$ cat config.mk
export PLATFORM = sky130hd
export DESIGN_NAME = regfile_write_arbiter
export DESIGN_NICKNAME = d
export VERILOG_FILES = /design/src/rtl/cpu_pkg.sv /design/src/rtl/rr_arb2.sv /design/src/rtl/regfile_write_arbiter.sv
export SDC_FILE = /design/constraint.sdc
export NUM_CORES = 1
export LEC_CHECK = 0
export ABC_AREA = 0
export CELL_PAD_IN_SITES_DETAIL_PLACEMENT = 1
export CELL_PAD_IN_SITES_GLOBAL_PLACEMENT = 1
export CORE_UTILIZATION = 30
export DETAILED_ROUTE_END_ITERATION = 6
export PLACE_DENSITY_LB_ADDON = 0.05
export SYNTH_ARGS = -nofsm -noshare
export SYNTH_HDL_FRONTEND = slang
export SYNTH_SLANG_ARGS = --single-unit
$ cat constraint.sdc
create_clock -name Clock -period 3.95 [get_ports Clock]
set_clock_uncertainty 0.1 [all_clocks]
set_input_delay 0.5925 -clock Clock [delete_from_list [all_inputs] [get_ports Clock]]
set_output_delay 0.5925 -clock Clock [all_outputs]
set_load 0.005 [all_outputs]
$ cat src/rtl/cpu_pkg.sv
// Shared CPU datapath constants used by the register file and its write arbiter.
package cpu_pkg;

    localparam int DATA_W   = 24;
    localparam int ADDR_W   = 4;
    localparam int NUM_REGS = 2 ** ADDR_W;

    typedef enum logic {
        SIDE_A = 1'b0,
        SIDE_B = 1'b1
    } side_e;

endpackage

$ cat src/rtl/rr_arb2.sv
// Two-way round-robin arbiter: combinational grant, pointer flips to the losing side.
module rr_arb2
    import cpu_pkg::*;
(
    input  logic i_clk,
    input  logic i_rst,
    input  logic i_req_a,
    input  logic i_req_b,
    output logic o_gnt_a,
    output logic o_gnt_b
);

    side_e r_ptr;

    always_comb begin
        o_gnt_a = 1'b0;
        o_gnt_b = 1'b0;
        // Grants are suppressed during reset so no request slips into the write port.
        if (!i_rst) begin
            if (i_req_a && (!i_req_b || r_ptr == SIDE_A)) begin
                o_gnt_a = 1'b1;
            end else if (i_req_b) begin
                o_gnt_b = 1'b1;
            end
        end
    end

    always_ff @(posedge i_clk) begin
        if (i_rst) begin
            r_ptr <= SIDE_A;
        end else if (o_gnt_a) begin
            r_ptr <= SIDE_B;
        end else if (o_gnt_b) begin
            r_ptr <= SIDE_A;
        end
    end

endmodule

$ cat src/rtl/regfile_write_arbiter.sv
// Merges ALU and load writebacks onto one register-file write port and tracks
// outstanding destination reservations in a busy scoreboard.
module regfile_write_arbiter #(
    parameter int DATA_W   = cpu_pkg::DATA_W,
    parameter int ADDR_W   = cpu_pkg::ADDR_W,
    parameter int NUM_REGS = cpu_pkg::NUM_REGS
) (
    input  logic                Clock,
    input  logic                Reset,
    input  logic                ReqA,
    input  logic [ADDR_W-1:0]   RdA,
    input  logic [DATA_W-1:0]   DataA,
    output logic                GntA,
    input  logic                ReqB,
    input  logic [ADDR_W-1:0]   RdB,
    input  logic [DATA_W-1:0]   DataB,
    output logic                GntB,
    input  logic                Reserve,
    input  logic [ADDR_W-1:0]   ReserveRD,
    input  logic [ADDR_W-1:0]   RS,
    input  logic [ADDR_W-1:0]   RT,
    output logic                BusyRS,
    output logic                BusyRT,
    output logic                RegWrite,
    output logic [ADDR_W-1:0]   RD,
    output logic [DATA_W-1:0]   WriteData,
    output logic [NUM_REGS-1:0] Busy
);

    logic                w_gnt_a;
    logic                w_gnt_b;
    logic [NUM_REGS-1:0] w_busy_next;
    logic                r_regwrite;
    logic [ADDR_W-1:0]   r_rd;
    logic [DATA_W-1:0]   r_wdata;
    logic [NUM_REGS-1:0] r_busy;

    rr_arb2 u_arb (
        .i_clk   (Clock),
        .i_rst   (Reset),
        .i_req_a (ReqA),
        .i_req_b (ReqB),
        .o_gnt_a (w_gnt_a),
        .o_gnt_b (w_gnt_b)
    );

    // Clear on the retiring write first, then set, so a same-edge reserve wins.
    always_comb begin
        w_busy_next = r_busy;
        if (r_regwrite) begin
            w_busy_next[r_rd] = 1'b0;
        end
        if (Reserve) begin
            w_busy_next[ReserveRD] = 1'b1;
        end
    end

    always_ff @(posedge Clock) begin
        if (Reset) begin
            r_regwrite <= 1'b0;
            r_rd       <= '0;
            r_wdata    <= '0;
            r_busy     <= '0;
        end else begin
            r_regwrite <= w_gnt_a | w_gnt_b;
            r_busy     <= w_busy_next;
            if (w_gnt_a) begin
                r_rd    <= RdA;
                r_wdata <= DataA;
            end else if (w_gnt_b) begin
                r_rd    <= RdB;
                r_wdata <= DataB;
            end
        end
    end

    assign GntA      = w_gnt_a;
    assign GntB      = w_gnt_b;
    assign RegWrite  = r_regwrite;
    assign RD        = r_rd;
    assign WriteData = r_wdata;
    assign Busy      = r_busy;
    assign BusyRS    = r_busy[RS];
    assign BusyRT    = r_busy[RT];

endmodule

# After elaboration in Yosys (flattened, before gate mapping)
# Cells that the tools add are included.
classes:
  n_mux: 21
  order_cmp: 6
  bitwise: 5
  reduce_logical: 6
ops:
  columns: ["op", "count"]
  rows:
  - ["24-bit two-way mux", 2]
  - ["16-bit two-way mux", 2]
  - ["4-bit by 5-bit < comparator with 1-bit output, second input constant", 4]
  - ["16-bit bitwise AND", 1]
  - ["16-bit inverter", 1]
  - ["16-bit OR", 1]
  - ["1-bit two-way mux", 11]
  - ["1-bit binary-select mux with 4-bit select", 2]
  - ["1-bit demux with 4-bit select", 2]
  - ["4-bit by 1-bit greater-or-equal comparator with 1-bit output, second input constant", 2]
  - ["4-bit two-way mux", 2]
  - ["1-bit logical AND", 3]
  - ["2-bit nonzero test", 1]
  - ["1-bit zero test", 1]
  - ["1-bit logical OR", 1]
  - ["1-bit inverter", 1]
  - ["1-bit OR", 1]
totals:
  register_bits: 46

# Logic depth before layout (Yosys ltp)
logic_depth:
  ltp_word: 9
  ltp_mapped: 6
  mapped_depth_nobuf: 3

# By module
# From an unflattened synthesis, not the netlist that was laid out.
hier_totals:
  hier_cells: 229
  area_unflattened_um2: 2352.3
by_module_without_submodules:
  columns: ["mod", "seq_area_each_um2", "cells_each", "instances", "area_each_um2"]
  rows:
  - ["regfile_write_arbiter", 900.9, 222, 1, 2290.9]
  - ["rr_arb2", 20.0, 7, 1, 61.3]

# Worst setup path before layout
# No wires, ideal clock.
synth_timing:
  kind: "input to output"
  start: "in Reset"
  end: "out GntA"
  stages: 5
  arrival_time_ns: 1.322
  path_buffers: 2
  slack_ns: 1.935
  cell_sequence: "buf_2 -> a21o_1 -> or2_1 -> buf_4 -> inv_2"
synth_between:
  elab_chain_cells: 1
synth_rtl:
  columns: ["element", "line", "rtl"]
  rows:
  - ["start, declared", "regfile_write_arbiter.sv:9", "input logic Reset,"]
  - ["1-bit two-way mux", "rr_arb2.sv:19", "if (!i_rst) begin"]
  - ["end, declared", "regfile_write_arbiter.sv:13", "output logic GntA,"]
# Every way passes these cells.

# Worst setup path in the final report
layout_timing:
  start: "in RT[0]"
  end: "out BusyRT"
layout_between:
  elab_chain_cells: 2
layout_rtl:
  columns: ["element", "line", "rtl"]
  rows:
  - ["start, declared", "regfile_write_arbiter.sv:21", "input logic [ADDR_W-1:0] RT,"]
  - ["1-bit binary-select mux with 4-bit select", "regfile_write_arbiter.sv:84", "assign BusyRT = r_busy[RT];"]
  - ["1-bit two-way mux (implied by the code)", "regfile_write_arbiter.sv:84", null]
  - ["end, declared", "regfile_write_arbiter.sv:23", "output logic BusyRT,"]
# Every way passes these cells. The select of a mux whose other input is x is not followed.

==> metrics <==
largest net degree at the start of global routing 48; post-CTS setup buffer count 0; hold_ws ~0.4 ns; 1st-iter DRT viols 59; max cap viols 0; RSZ-0062 raised after global routing no; multi-input logic area approximately 0.0013 sq mm; final setup margin around 0.84 ns; Initial Util 0.314; max_slew headroom 0.404; hold_buf cts 0; CP cell instances clkdlybuf4s50_1, mux4_2, mux2i_1, mux2i_1, clkdlybuf4s50_1; Final Hold Fails 0; drc violations 0; Crit. End Element output port; Synthesis Warnings 0; Die ar. ~0.008 sq mm; synthesized cell area between 0.002 and 0.0025 sq mm; DRT antenna net count 0; crit path time final between 3 and 4 ns; synth unique cells 30; Via-to-Cell Ratio between 5 and 6; Skew-Pair Late Insertion Delay 0.30 ns; Worst VDD drop about 0.00014 V; vias in the first global route around 2500; Nets between 400 and 500; dpl hpwl between 5000 and 6000 um; ANT cells 0; Max stage delay cell, worst path clkdlybuf4s50_1; first-pass GRT wire length between 10000 and 15000 um; Post-synth ARST share 0; ys flop type dfxtp_1; Yosys reg bits 46; clock transition at the registers of the reported paths 0.09 ns; clk sink count 46; CTS tree done; post-synthesis sequential area ratio 0.400; Leak 1.24 nW; Longest Clk Path Bufs 2; I/O Buffers roughly 120; Placer Congestion between 0.8 and 0.9; WL/cell 16.7 um; dpl ws between 0.8 and 0.9 ns; worst path bufs/invs 2; Die Ht roughly 90 um; Root Buffer clkbuf_8; Post-Synthesis Cells between 200 and 300; core area ~0.0073 sq mm; Startpoint Class primary input; Synth Net Count 340; total negative slack 0 ns; EDFF count, synth 0; Top delay family on crit path buffers and inverters; depth of the most critical reg-to-reg path 4; CTS resizes 0; Total GRT Usage 0.199; drt first pass iters 6; total number of cells along the worst setup path 5; crit path DAT about 2.4 ns; layout cells sized above 1 0.0610; synthesized area per cell 8.63 sq um; Slew Viols, Final 0; Syn-to-layout area delta 57.7%; worst hold stages 2; worst-path fanout max 4; Required @ worst endpoint ~3.3 ns; Hold WC Path Type flip-flop to flip-flop; via count around 2500; Final period util 0.788; worst setup path class primary input to output port; setup violators final 0; maximum clock frequency around 320 MHz; crit-path max cell delay approximately 0.60 ns; Die W 89.6 um; Fill cells about 840; CTS buffer count 5; grt total ovfl 0; register area 921 sq um; number of antenna violations at the first check in global routing 0; routed wire length 7950 um; I/O pins 122; PwrDens between 200 and 300 mW/mm^2; FF-to-FF setup slack between 2 and 2.5 ns; Slew @ Worst Pin just under 0.9 ns; status complete, no violations; # rows 31; H-tree levels 2
==> layout by cell type (no fill, tap or decap), drive strengths merged <==
master and instances:
clkdlybuf4s50 120, dfxtp 46, nor3 46, o21ai 26
nor2 22, nor4 18, a21oi 16, nand2 13
or3b 11, a311oi 10, mux4 8, mux2i 6
clkbuf 6, buf 6, nand3 5, nand2b 3
nor2b 3, and3b 2, nand3b 2, inv 2
or2 2, a21o 1, nor3b 1, and3 1
o21ba 1
==> sequential cells by signal, indices dropped and copies added (netlist names) <==
register     count
Busy            16
RegWrite         1
u_arb.r_ptr      1
RD               4
WriteData       24
==> logic make-up after synthesis <==
kind of cell           count (synthesis)  synth area share
buffers and inverters                 24            0.0554
and+or+nand+nor                      129             0.304
AOI/OAI and AO/OA                     54             0.137
muxes                                 14             0.104
DFF                                   46             0.400
==> final cells by class <==
type,count,share of cell area
timing repair buffer,126,0.342
sequential,46,0.253
inverter,2,0.00207
clock buffer,6,0.0227
tap,99,0.0341
multi-input combinational,197,0.345
==> worst paths after layout <==
kind / start / to
worst min-delay path: WriteData[6] / WriteData[6]
worst max register to register: u_arb.r_ptr / WriteData[8]
worst max-delay path: RT[0] / BusyRT
worst min register to register: WriteData[6] / WriteData[6]
==> stage by stage <==
| step | cell area (sq um) | utilization | power, W | cells |
|---|---|---|---|---|
| floorplan | 2300 | - | 0.000622 | 267 |
| global placement | 3550 | 0.484 | 0.000779 | 470 |
| detailed placement | 3550 | 0.484 | 0.000782 | 470 |
| CTS | 3630 | 0.496 | 0.00107 | 476 |
| global route | 3630 | 0.496 | 0.00111 | 476 |
| finish | 3630 | 0.496 | 0.00106 | 476 |
==> routing by layer <==
| layer | up-vias | global-route usage | routed length, um |
|---|---|---|---|
| met5 | - | 0 | 0 |
| met4 | 0 | 0.0722 | 121 |
| met3 | 11 | 0.0512 | 527 |
| met2 | 78 | 0.346 | 3880 |
| met1 | 1177 | 0.237 | 3420 |
| li1 | 1214 | - | - |
==> cells in the mapped netlist, types with 2 or more instances <==
cell | n | area share
or3b_1 | 11 | 0.042
nor2b_1 | 2 | 0.0054
a21oi_1 | 16 | 0.035
buf_2 | 9 | 0.020
nor2_1 | 22 | 0.036
nand2_1 | 13 | 0.021
dfxtp_1 | 46 | 0.40
mux4_2 | 8 | 0.078
mux2i_1 | 6 | 0.026
buf_4 | 5 | 0.016
clkbuf_1 | 6 | 0.0098
nand3_1 | 5 | 0.011
nand2b_1 | 3 | 0.0081
nand3b_1 | 2 | 0.0065
nor3_1 | 46 | 0.10
nor4_1 | 18 | 0.049
o21ai_0 | 26 | 0.056
and3b_1 | 2 | 0.0076
a311oi_1 | 10 | 0.038
==> where the power goes <==
part | leakage [nW] | total, W | internal [W] | switching [W]
clock | 0.0431 | 0.000287 | 0.000135 | 0.000152
combinational | 0.819 | 0.000256 | 0.000153 | 0.000103
sequential | 0.378 | 0.000513 | 0.000492 | 0.0000211
==> worst min-delay path: cells and delay by family (launching register included) <==
kind	cells	cell delay (ns)
and+or+nand+nor	2	0.14
DFF	1	0.32
Power figures use the tool's default switching activity.
==> RTL edit 1, RTL diff (same settings) <==
`DATA_W`: 24 -> 28.
--- a/src/rtl/cpu_pkg.sv
+++ b/src/rtl/cpu_pkg.sv
@@ -1,7 +1,7 @@
 // Shared CPU datapath constants used by the register file and its write arbiter.
 package cpu_pkg;
 
-    localparam int DATA_W   = 24;
+    localparam int DATA_W   = 28;
     localparam int ADDR_W   = 4;
     localparam int NUM_REGS = 2 ** ADDR_W;
 
Ports: changed (resized DataA, DataB and WriteData); port bits go from 122 to 134. No check against the original RTL was run, so the function may have changed too.
==> RTL edit 1 against the original RTL <==
Design area rose by 12%. Sequential cell count rose by 4. Final cell count rose by 9.0%. Synthesized area rose by 12%. Wire length rose by 14%. First-iteration DRC count fell by 12%. Total power rose by 23%. Worst setup slack got worse by 0.015 ns. Critical path type unchanged.
==> RTL edit 1: results (changes against the original RTL) <==
Logic synthesis
  – Area contributors post-synth: dfxtp_1 39%, nor3_1 9.9%, mux4_2 7.0%
  – Share of async-settable or async-resettable flops after synthesis: 0 (unchanged)
  – Post-synth top cells: 51 x nor3_1, 50 x dfxtp_1, 23 x nor2_1, 19 x nor4_1, 16 x a21oi_1
  – Syn Nets: 375 (+10%)
  – Synth Instances: 294 (+10%)
  – Netlist cell types: 32 (+6.7%)
  – Sequential fraction of the synthesis area: 0.389 (-0.0105)

GRT
  – Number of global-route vias before repair: 2823 (+14%)
  – Global routing usage on met3: 0.0515 (+0.000341)
  – Global routing usage on met1: 0.254 (+0.0174)
  – Antenna violations before repair: 0 (unchanged)
  – Largest net degree at the start of global routing: 46 (-4.2%)
  – Global Route Usage Sum: 0.207 (+0.00830)
  – Met2 Use GR: 0.354 (+0.00813)
  – First-pass GRT wire length: 14400 um (+19%)

Worst setup path
  – Top Family by Delay on Critical Path: buffers and inverters
  – CP Max Fanout: 4 (unchanged)
  – CP max stage cell: clkdlybuf4s50_1
  – WP data arrival: 2.44 ns (+0.02 ns)

Route
  – DR iter-0 viols: 52 (-12%)
  – Post-DR wirelength/cell: 17.4 um (+4.4%)
  – Routed Antenna Nets: 0 (unchanged)
  – TritonRoute pass-1 iters: 4 (-2)
  – Vias/cell: 5.34 (+2.5%)

Placed design
  – Cell total after placement: 511 (+8.7%)
  – Port bufs: 133 (+9.9%)
  – RePlAce Congestion: 0.792 (-2.7%)
  – Detailed placer's ending HPWL: 6550 um (+15%)
  – Pre-CTS setup slack: 0.805 ns (-0.0223 ns)

Timing
  – Endpoints failing hold: 0 (unchanged)
  – Slew @ Worst Pin: 0.810 ns (-0.0838 ns)
  – Finish-stage setup viols: 0 (unchanged)

Final layout
  – Fin cells: 519 (+9.0%)
  – Final net count: 494 (+9.5%)
  – Max FFs per register: 28 (+17%)
  – Layout cells sized above 1: 0.0845 (+0.0235)

CTS
  – Cts repair resizes: 0 (unchanged)
  – CTS max path bufs: 2 (unchanged)
  – Postcts setup bufs: 0 (unchanged)

Power
  – VDD IR max: 204 uV (+48%)
  – Static leakage: 1.38 nW (+11%)

Outcome
  – Run status: completed
-- RTL edit 1: cell types whose count changed in the layout (fill, tap and decap cells not counted), moves of 3 or more --
cell,unedited run,this run
a311oi_2,0,9
a311oi_1,10,4
clkdlybuf4s50_1,120,132
dfxtp_1,46,50
nor3_1,46,51
or3b_1,11,14
o21ai_1,0,15
o21ai_0,26,14
-- RTL edit 1: report_power, final --
part | leakage [nW] | switching [mW] | internal [mW]
combinational | 0.898 | 0.120 | 0.173
sequential | 0.411 | 0.0262 | 0.536
clock | 0.0714 | 0.176 | 0.270
total | 1.38 | 0.322 | 0.980
-- RTL edit 1: path summary, 6_finish.rpt --
kind,startpoint,endpoint,slack [ns],depth (start not counted)
min,WriteData[16],WriteData[16],0.40,2
max reg2reg,u_arb.r_ptr,WriteData[26],2.32,4
max,RT[0],BusyRT,0.82,5
min reg2reg,WriteData[16],WriteData[16],0.40,2
-- RTL edit 1: cell families (layout without fill, tap and decap cells) --
logic type / Yosys count / count (layout) / synth area share
buf+inv: 29 / 149 / 0.0560
flops: 50 / 50 / 0.389
simple gates: 141 / 141 / 0.301
mux: 14 / 14 / 0.0934
compound gates: 60 / 60 / 0.161
-- RTL edit 1: final cells by class --
class | instances | area, um2
well taps | 105 | 131
repair buffers | 138 | 1360
clock buffers | 6 | 82.6
inverters | 3 | 11.3
multi-input cells | 215 | 1440
clock inverters | 2 | 60.1
flip-flops and latches | 50 | 1000
fillers | 971 | 4170
-- RTL edit 1: layer usage --
metal	vias up	routed length, um
li1	1334	-
met1	1338	3990
met2	85	4360
met3	15	546
met4	0	158
met5	-	0
-- RTL edit 1: worst min-delay path: stages, from the launching register on --
cell and delay, ns:
dfxtp_1 0.32, nor2_1 0.10, nor4_1 0.05
-- RTL edit 1: stage by stage --
stage	area, um2	utilization
5_1_grt	4090	0.495
3_3_place_gp	3940	0.478
3_5_place_dp	3940	0.478
2_1_floorplan	2570	-
4_1_cts	4090	0.495
6_report	4090	0.495
==> RTL edit 2, RTL diff (config.mk and constraints unchanged) <==
Made on the original files. Make the reset (`Reset` and `i_rst`) asynchronous in 2 clocked blocks.
--- a/src/rtl/rr_arb2.sv
+++ b/src/rtl/rr_arb2.sv
@@ -25,7 +25,7 @@
         end
     end
 
-    always_ff @(posedge i_clk) begin
+    always_ff @(posedge i_clk or posedge i_rst) begin
         if (i_rst) begin
             r_ptr <= SIDE_A;
         end else if (o_gnt_a) begin
--- a/src/rtl/regfile_write_arbiter.sv
+++ b/src/rtl/regfile_write_arbiter.sv
@@ -55,7 +55,7 @@
         end
     end
 
-    always_ff @(posedge Clock) begin
+    always_ff @(posedge Clock or posedge Reset) begin
         if (Reset) begin
             r_regwrite <= 1'b0;
             r_rd       <= '0;
Check against the original RTL: differs if Reset is asserted again (counterexample within 4 cycles, from zero or initial values and one cycle with Reset high); with Reset held inactive, the same outputs for 10 cycles.
==> RTL edit 2 against the original RTL <==
Count of clock-buffer cells in the layout decreased by 1. Worst setup slack improved by 0.0012 ns. Sequential cell count unchanged. Synthesized area decreased by 1.5%. Critical path depth unchanged. Non-clock buffer count decreased by 1. Design area increased by 1.4%. Wire length decreased by 4.6%. Via count decreased by 16%.
Power is not compared: it rests on default switching activity, and its combinational part moved more than twofold at a synthesized area within 25%.
==> RTL edit 2: results (changes against the original RTL) <==
Logic synthesis
  – Post-synth top cells: 46 x dfrtp_1, 32 x nand2b_1, 32 x o21ai_0, 28 x o221a_2, 8 x mux4_1
  – Yosys warns: 0 (unchanged)
  – Sequential fraction of the synthesis area: 0.507 (+0.107)
  – Syn Nets: 256 (-25%)
  – Average size of a mapped cell: 12.4 um2 (+44%)
  – Netlist cell types: 18 (-40%)
  – Area contributors post-synth: dfrtp_1 51%, o221a_2 14%, mux4_1 9.3%
  – Share of async-settable or async-resettable flops after synthesis: 1.00 (+1.00)

CTS
  – CTS max path bufs: 2 (unchanged)
  – Cts repair resizes: 0 (unchanged)
  – Root buf cell: clkbuf_8
  – Reg clk slew, reported paths: 0.09 ns (about the same)
  – H-tree depth: 2 (unchanged)
  – CTS buffer count: 5 (unchanged)
  – Postcts setup bufs: 0 (unchanged)
  – Clk Latency, worst-skew pair: 0.30 ns (about the same)

Outcome
  – Run status: completed

GRT
  – Largest net degree at the start of global routing: 30 (-38%)
  – Global Route Usage Sum: 0.204 (+0.00468)
  – Antenna violations before repair: 0 (unchanged)
  – First-pass GRT wire length: 11800 um (-2.1%)
  – Number of global-route vias before repair: 2237 (-9.8%)

Final layout
  – Final net count: 379 (-16%)
  – Layout cells sized above 1: 0.150 (+0.0888)
  – Max FFs per register: 24 (unchanged)
  – Fill count: 811 (-3.8%)
  – Reg area: 0.00115 mm2 (+25%)
  – Antenna diode count: 0 (unchanged)

Placed design
  – Placed inst area: 0.00359 mm2 (+1.2%)
  – Port bufs: 121 (unchanged)
  – Detailed placer's ending HPWL: 5490 um (-3.8%)
  – RePlAce Congestion: 0.803 (-1.4%)
  – Pre-CTS setup slack: 0.830 ns (+0.00246 ns)
  – Cell total after placement: 398 (-15%)

Power
  – VDD IR max: about 150 uV
  – Static leakage: about 1.4 nW

Route
  – Vias/cell: 5.11 (-2.0%)
  – TritonRoute pass-1 iters: 4 (-2)
  – Post-DR wirelength/cell: 18.7 um (+12%)
  – DR iter-0 viols: 112 (+90%)
  – Final wirelength: 7580 um (-4.6%)

Timing
  – Slew headroom: 0.705 (+0.301)
  – Finish-stage setup viols: 0 (unchanged)

Min path
  – HP Class: reg -> reg

Worst setup path
  – CP Max Fanout: 4 (unchanged)
  – WP data arrival: 2.42 ns (about the same)
==> RTL edit 2: logic make-up (layout without fill, tap and decap cells) <==
family / after synthesis / after routing / synth area share
and+or+nand+nor: 46 / 46 / 0.126
muxes: 14 / 14 / 0.119
AOI/OAI and AO/OA: 63 / 63 / 0.219
buffers and inverters: 14 / 138 / 0.0281
DFF: 46 / 46 / 0.507
==> RTL edit 2: power by group <==
part           internal (mW)  switching [mW]
Sequential             0.587           0.124
Clock                  0.127           0.180
Combinational          0.431           0.197
==> RTL edit 2: path summary, 6_finish.rpt <==
check                      slack (ns)        start  depth (start not counted)            to
max reg2reg                      2.46        RD[0]                          3      Busy[12]
min                              0.44  u_arb.r_ptr                          1   u_arb.r_ptr
max in group asynchronous        2.48        Reset                          3       Busy[3]
min reg2reg                      0.44  u_arb.r_ptr                          1   u_arb.r_ptr
max                              0.84        RS[0]                          5        BusyRS
min in group asynchronous        0.52        Reset                          2  WriteData[8]
==> RTL edit 2: through the flow <==
| stage | hold WS, ns | total power, mW |
|---|---|---|
| final | 0.443 | 1.65 |
| after global routing | 0.454 | 1.75 |
| after global placement | 0.415 | 1.34 |
| after CTS | 0.444 | 1.67 |
| after floorplan | 0.372 | 0.921 |
| after detailed placement | 0.412 | 1.36 |
==> RTL edit 2: cell type report <==
cell class                      count  area share
Inverter                            5     0.00509
Timing Repair Buffer              125       0.337
Tap cell                           99      0.0336
Sequential cell                    46       0.312
Multi-Input combinational cell    123       0.287
Clock buffer                        5      0.0187
Clock inverter                      3     0.00645
==> RTL edit 2: routing by layer <==
| layer | track usage | vias up | wire length (um) | share of wire |
|---|---|---|---|---|
| met5 | 0 | - | 0 | 0 |
| met4 | 0.0649 | 0 | 107 | 0.014 |
| met3 | 0.0508 | 11 | 529 | 0.070 |
| met2 | 0.362 | 77 | 3860 | 0.51 |
| met1 | 0.243 | 1037 | 3090 | 0.41 |
| li1 | - | 948 | - | - |
==> RTL edit 2: worst max-delay path, stage by stage <==
cell	delay, ns
clkdlybuf4s50_1	0.57
mux4_1	0.58
mux2i_1	0.15
mux2i_1	0.08
clkdlybuf4s50_1	0.44
